<file path="src/rtl/draw_reticle.sv">
// Crosshair overlay on a VGA pixel stream with a frame-counted hit-flash sequence.
// Every output is registered once; the timing fields are the inputs delayed by one clock.
module draw_reticle #(
    parameter int          ARM_LEN        = 20,
    parameter int          HALF_THICK     = 0,
    parameter int          GAP            = 0,
    parameter logic [11:0] COLOUR         = 12'hf_0_0,
    parameter logic [11:0] FLASH_COLOUR   = 12'hf_f_f,
    parameter int          FLASH_FRAMES   = 6,
    parameter int          HOLDOFF_FRAMES = 10
) (
    input  logic        clk,
    input  logic        rst,
    input  logic [11:0] xpos,
    input  logic [11:0] ypos,
    input  logic        draw_en,
    input  logic        trigger,
    output logic        hit_accept,
    input  logic [11:0] in_hcount,
    input  logic        in_hsync,
    input  logic        in_hblnk,
    input  logic [11:0] in_vcount,
    input  logic        in_vsync,
    input  logic        in_vblnk,
    input  logic [11:0] in_rgb,
    output logic [11:0] out_hcount,
    output logic        out_hsync,
    output logic        out_hblnk,
    output logic [11:0] out_vcount,
    output logic        out_vsync,
    output logic        out_vblnk,
    output logic [11:0] out_rgb
);

    localparam logic [13:0] ARM_W   = 14'(ARM_LEN);
    localparam logic [13:0] THICK_W = 14'(HALF_THICK);
    localparam logic [13:0] GAP_W   = 14'(GAP);
    localparam logic [8:0]  FLASH_N = 9'(FLASH_FRAMES);
    localparam logic [8:0]  HOLD_N  = 9'(HOLDOFF_FRAMES);

    typedef enum logic [1:0] {IDLE, FLASH, HOLDOFF} state_t;

    state_t      state;
    logic [7:0]  fcnt;
    logic [8:0]  fcnt_inc;
    logic        vblnk_prev;
    logic        frame_start;
    logic [11:0] x_reg, y_reg;
    logic [11:0] x_lat, y_lat;

    logic signed [13:0] dx, dy;
    logic [13:0] adx, ady;
    logic        h_arm, v_arm, drawn;
    logic [11:0] reticle_colour;

    assign frame_start = in_vblnk & ~vblnk_prev;
    assign fcnt_inc    = {1'b0, fcnt} + 9'd1;

    // 14-bit signed differences keep arms clipped at the screen edges instead of wrapping.
    always_comb begin
        dx = $signed({2'b00, in_hcount}) - $signed({2'b00, x_lat});
        dy = $signed({2'b00, in_vcount}) - $signed({2'b00, y_lat});
        adx = dx[13] ? -dx : dx;
        ady = dy[13] ? -dy : dy;
        h_arm = (ady <= THICK_W) && (adx >= GAP_W) && (adx <= ARM_W);
        v_arm = (adx <= THICK_W) && (ady >= GAP_W) && (ady <= ARM_W);
        drawn = draw_en && !in_hblnk && !in_vblnk && (h_arm || v_arm);
        reticle_colour = (state == FLASH && !fcnt[0]) ? FLASH_COLOUR : COLOUR;
    end

    always_ff @(posedge clk) begin
        if (rst) begin
            out_hcount <= '0;
            out_hsync  <= 1'b0;
            out_hblnk  <= 1'b0;
            out_vcount <= '0;
            out_vsync  <= 1'b0;
            out_vblnk  <= 1'b0;
            out_rgb    <= '0;
            vblnk_prev <= 1'b0;
            x_reg      <= '0;
            y_reg      <= '0;
            x_lat      <= '0;
            y_lat      <= '0;
        end else begin
            out_hcount <= in_hcount;
            out_hsync  <= in_hsync;
            out_hblnk  <= in_hblnk;
            out_vcount <= in_vcount;
            out_vsync  <= in_vsync;
            out_vblnk  <= in_vblnk;
            out_rgb    <= drawn ? reticle_colour : in_rgb;
            vblnk_prev <= in_vblnk;
            x_reg      <= xpos;
            y_reg      <= ypos;
            // Position only moves at frame start so a frame is never torn.
            if (frame_start) begin
                x_lat <= x_reg;
                y_lat <= y_reg;
            end
        end
    end

    always_ff @(posedge clk) begin
        if (rst) begin
            state      <= IDLE;
            fcnt       <= '0;
            hit_accept <= 1'b0;
        end else begin
            hit_accept <= 1'b0;
            case (state)
                IDLE: begin
                    if (trigger && draw_en) begin
                        state      <= FLASH;
                        fcnt       <= '0;
                        hit_accept <= 1'b1;
                    end
                end
                FLASH: begin
                    if (frame_start) begin
                        if (fcnt_inc == FLASH_N) begin
                            fcnt  <= '0;
                            state <= (HOLDOFF_FRAMES == 0) ? IDLE : HOLDOFF;
                        end else begin
                            fcnt <= fcnt_inc[7:0];
                        end
                    end
                end
                HOLDOFF: begin
                    if (frame_start) begin
                        if (fcnt_inc == HOLD_N) begin
                            fcnt  <= '0;
                            state <= IDLE;
                        end else begin
                            fcnt <= fcnt_inc[7:0];
                        end
                    end
                end
                default: begin
                    state <= IDLE;
                    fcnt  <= '0;
                end
            endcase
        end
    end

endmodule
</file>
<file path="config.mk">
export PLATFORM = sky130hd
export DESIGN_NAME = draw_reticle
export DESIGN_NICKNAME = d
export VERILOG_FILES = /design/src/rtl/draw_reticle.sv
export SDC_FILE = /design/constraint.sdc
export NUM_CORES = 1
export LEC_CHECK = 0
export ABC_AREA = 0
export CORE_MARGIN = 10
export CORE_UTILIZATION = 40
export DETAILED_ROUTE_END_ITERATION = 6
export PLACE_DENSITY_LB_ADDON = 0.1
export SYNTH_ARGS = -nofsm -noshare
export SYNTH_HDL_FRONTEND = slang
export SYNTH_SLANG_ARGS = --single-unit
</file>
<file path="constraint.sdc">
create_clock -name clk -period 4.45 [get_ports clk]
set_clock_uncertainty 0.2 [all_clocks]
set_input_delay 0.6675 -clock clk [delete_from_list [all_inputs] [get_ports clk]]
set_output_delay 0.6675 -clock clk [all_outputs]
set_load 0.02 [all_outputs]
</file>
==> results.txt <==
Outcome = finished, final reports clean
Ranking of synthesized cells by area = dfxtp_1, nor2b_1, ha_1, a21oi_1, nand2_1
Met2 WL = 6.30 mm
Gr ovfl total = 0
Register bit count reported by yosys = 99
Final Cycle Share = 0.940
Met3 routed WL = 679 um
Setup violations, final = 0
CTS tree = built
Total power = 0.00233 W
Max Root-Sink Buffers = 2
Total global-route track usage = 0.152
Drt drc = 0
TNS Setup = 0 ns
I/O Buffers = 108
Postcts setup bufs = 0
First-pass GRT wire length = 22.6 mm
Top_reg_cell synth = dfxtp_1
Actual slew at the worst max-slew pin = 0.962 ns
Crit path DAT = 4.22 ns
Hpwl dp = 10.4 mm
Final nets = 829
DR iter-0 viols = 232
Post-synth cell types = 67
Hold Path Class = reg -> reg
GPL Wtd Cong = 0.885
Sequence of cells on the critical path = clkdlybuf4s50_1, inv_1, ha_1, fa_1, nand2b_1, a211o_1, a31o_4, a311oi_4, a21oi_2, or4_4, a2111oi_4, o2111ai_2, buf_12, mux2i_1
Syn avg cell area = 8.52 sq um
Final Core Density = 0.541
Final min period = 4.18 ns
Die Y = 135 um
Core Area = 12800 sq um
Maximum VDD drop = 196 uV
Synth Instances = 619
Share of layout cells above drive strength 1 = 0.0830
Top cell type's share of synthesized area = 0.376
Setup Crit Path Kind = in -> reg
EDFF count, synth = 0
Via density = 5.04
Clk slew on worst S/H paths = 0.07 ns
Post-cts resize count = 0
Largest net degree at the start of global routing = 101
Max Fclk = 239 MHz
Max-slew violation count = 0
Max incr delay on CP = 0.53 ns
CTS H-tree lvls = 3
Commonest non-fill, non-tap cell in the layout = clkdlybuf4s50_1
Vias in the first global route = 4571
Worst path top cell family by delay = compound AO/OA/AOI/OAI gates
Antenna Nets Post-Route = 0
Clock sink count = 99
Skew-Pair Late Insertion Delay = 0.36 ns
Yosys Warn Count = 0
Most frequent cells in the layout = clkdlybuf4s50_1, dfxtp_1, nand2_1, nor2b_1, a21oi_1
CP endpoint kind = register
TritonRoute pass-1 iters = 4
RSZ-0062 raised after global routing = false
Die ar. = 18200 sq um
Top Metal Used = met4
Worst Setup Start Kind = primary input
ANT cells = 0
Starting Density = 0.413
Die W = 135 um
Via count = 4573
TritonCTS buffer count = 9
Synth Cell Area = 5270 sq um
Sequential fraction of the synthesis area = 0.376
Max-cap violations = 0
Cell accounting for the most synthesized area = dfxtp_1
Layout area overhead = 31.0%
Hold bufs inserted after CTS = 0
Ys async rst share = 0
Ports = 109
Endpoints failing hold = 0
Buf/Inv on CP = 3
Worst Path Max Fanout = 12
Wire per inst = 14.8 um
Syn Nets = 718
Clk root buf = clkbuf_16
Rel. slew slack = 0.359
Met1 wire length = 6.25 mm
Rows = 41
Lkg Pwr = 2.68 nW
Crit-path slowest cell = or4_4
Initial antenna violation count = 0
Power per Cell Area = 337 nW/um^2
Worst Path Required = 4.49 ns
Final Routed Wirelength = 13.4 mm
## path summary, 6_finish.rpt
| kind | from | end | depth (start not counted) | slack (ns) |
|---|---|---|---|---|
| min reg2reg | x_reg[9]$_SDFF_PP0_ | x_lat[9]$_SDFFE_PP0P_ | 2 | 0.23 |
| min | x_reg[9]$_SDFF_PP0_ | x_lat[9]$_SDFFE_PP0P_ | 2 | 0.23 |
| max | in_vcount[0] | out_rgb[2]$_SDFF_PP0_ | 14 | 0.27 |
| max reg2reg | x_lat[1]$_SDFFE_PP0P_ | out_rgb[2]$_SDFF_PP0_ | 12 | 0.66 |
## power by group
| part | internal [W] | total [W] | leakage, nW | switching [W] |
|---|---|---|---|---|
| Clock | 0.000400 | 0.000765 | 0.139 | 0.000365 |
| Combinational | 0.000285 | 0.000610 | 1.72 | 0.000325 |
| Sequential | 0.000932 | 0.000951 | 0.818 | 0.0000191 |
## per-stage QoR
| stage | worst slack [ns] | hold slack (ns) | cell area [sq um] | cells |
|---|---|---|---|---|
| floorplan | 0.333 | 0.217 | 5270 | 619 |
| global placement | -0.125 | 0.221 | 6610 | 891 |
| detailed placement | -0.253 | 0.226 | 6610 | 891 |
| CTS | 0.0966 | 0.230 | 6900 | 907 |
| global route | 0.0981 | 0.251 | 6910 | 907 |
| finish | 0.265 | 0.228 | 6910 | 907 |
## Yosys cell counts (all sizes together) (3+ instances only)
master	n
or4	4
or2	6
mux2i	19
nor2	36
nor4b	3
inv	40
xor2	8
a31oi	5
a21o	3
o32a	4
dfxtp	99
and3	5
a21oi	60
a2111oi	3
o2111ai	4
nand4	5
o21a	7
mux2	4
nor3b	6
o211a	3
nand3	17
nor4	6
ha	29
and2	3
or3	6
nor2b	61
nand2	67
nand2b	13
o21ai	15
clkbuf	22
o311ai	3
buf	5
o31a	3
nor3	4
o211ai	6
xnor2	10
## tightest hold or removal path: cells and delay by family, from the launching register on
| kind | cells | cell delay [ns] |
|---|---|---|
| simple gates | 1 | 0.04 |
| flops | 1 | 0.30 |
| compound gates | 1 | 0.05 |
## cells by family (layout without fill, tap and decap cells)
kind of cell | after synthesis | count (layout) | share of synthesized area
flip-flops | 99 | 99 | 0.376
adder cells (fa/ha/maj) | 31 | 31 | 0.0764
buffers and inverters | 67 | 183 | 0.0498
XOR/XNOR | 18 | 18 | 0.0299
AND/OR/NAND/NOR | 248 | 248 | 0.248
multiplexers | 23 | 23 | 0.0446
AO/OA/AOI/OAI | 133 | 133 | 0.175
## metal layers
metal / up-vias / global-route usage
met5: - / 0
met4: 0 / 0.0574
met3: 11 / 0.0382
met2: 84 / 0.240
met1: 2115 / 0.194
li1: 2363 / -
## final cells by class
type,count,area (sq um)
Timing Repair Buffer,127,1230
Clock inverter,6,47.5
Clock buffer,10,239
Fill cell,1214,5870
Inverter,40,150
Sequential cell,99,1980
Multi-Input combinational cell,453,3040
Tap cell,172,215
No activity file was read; power rests on OpenSTA's default activity.
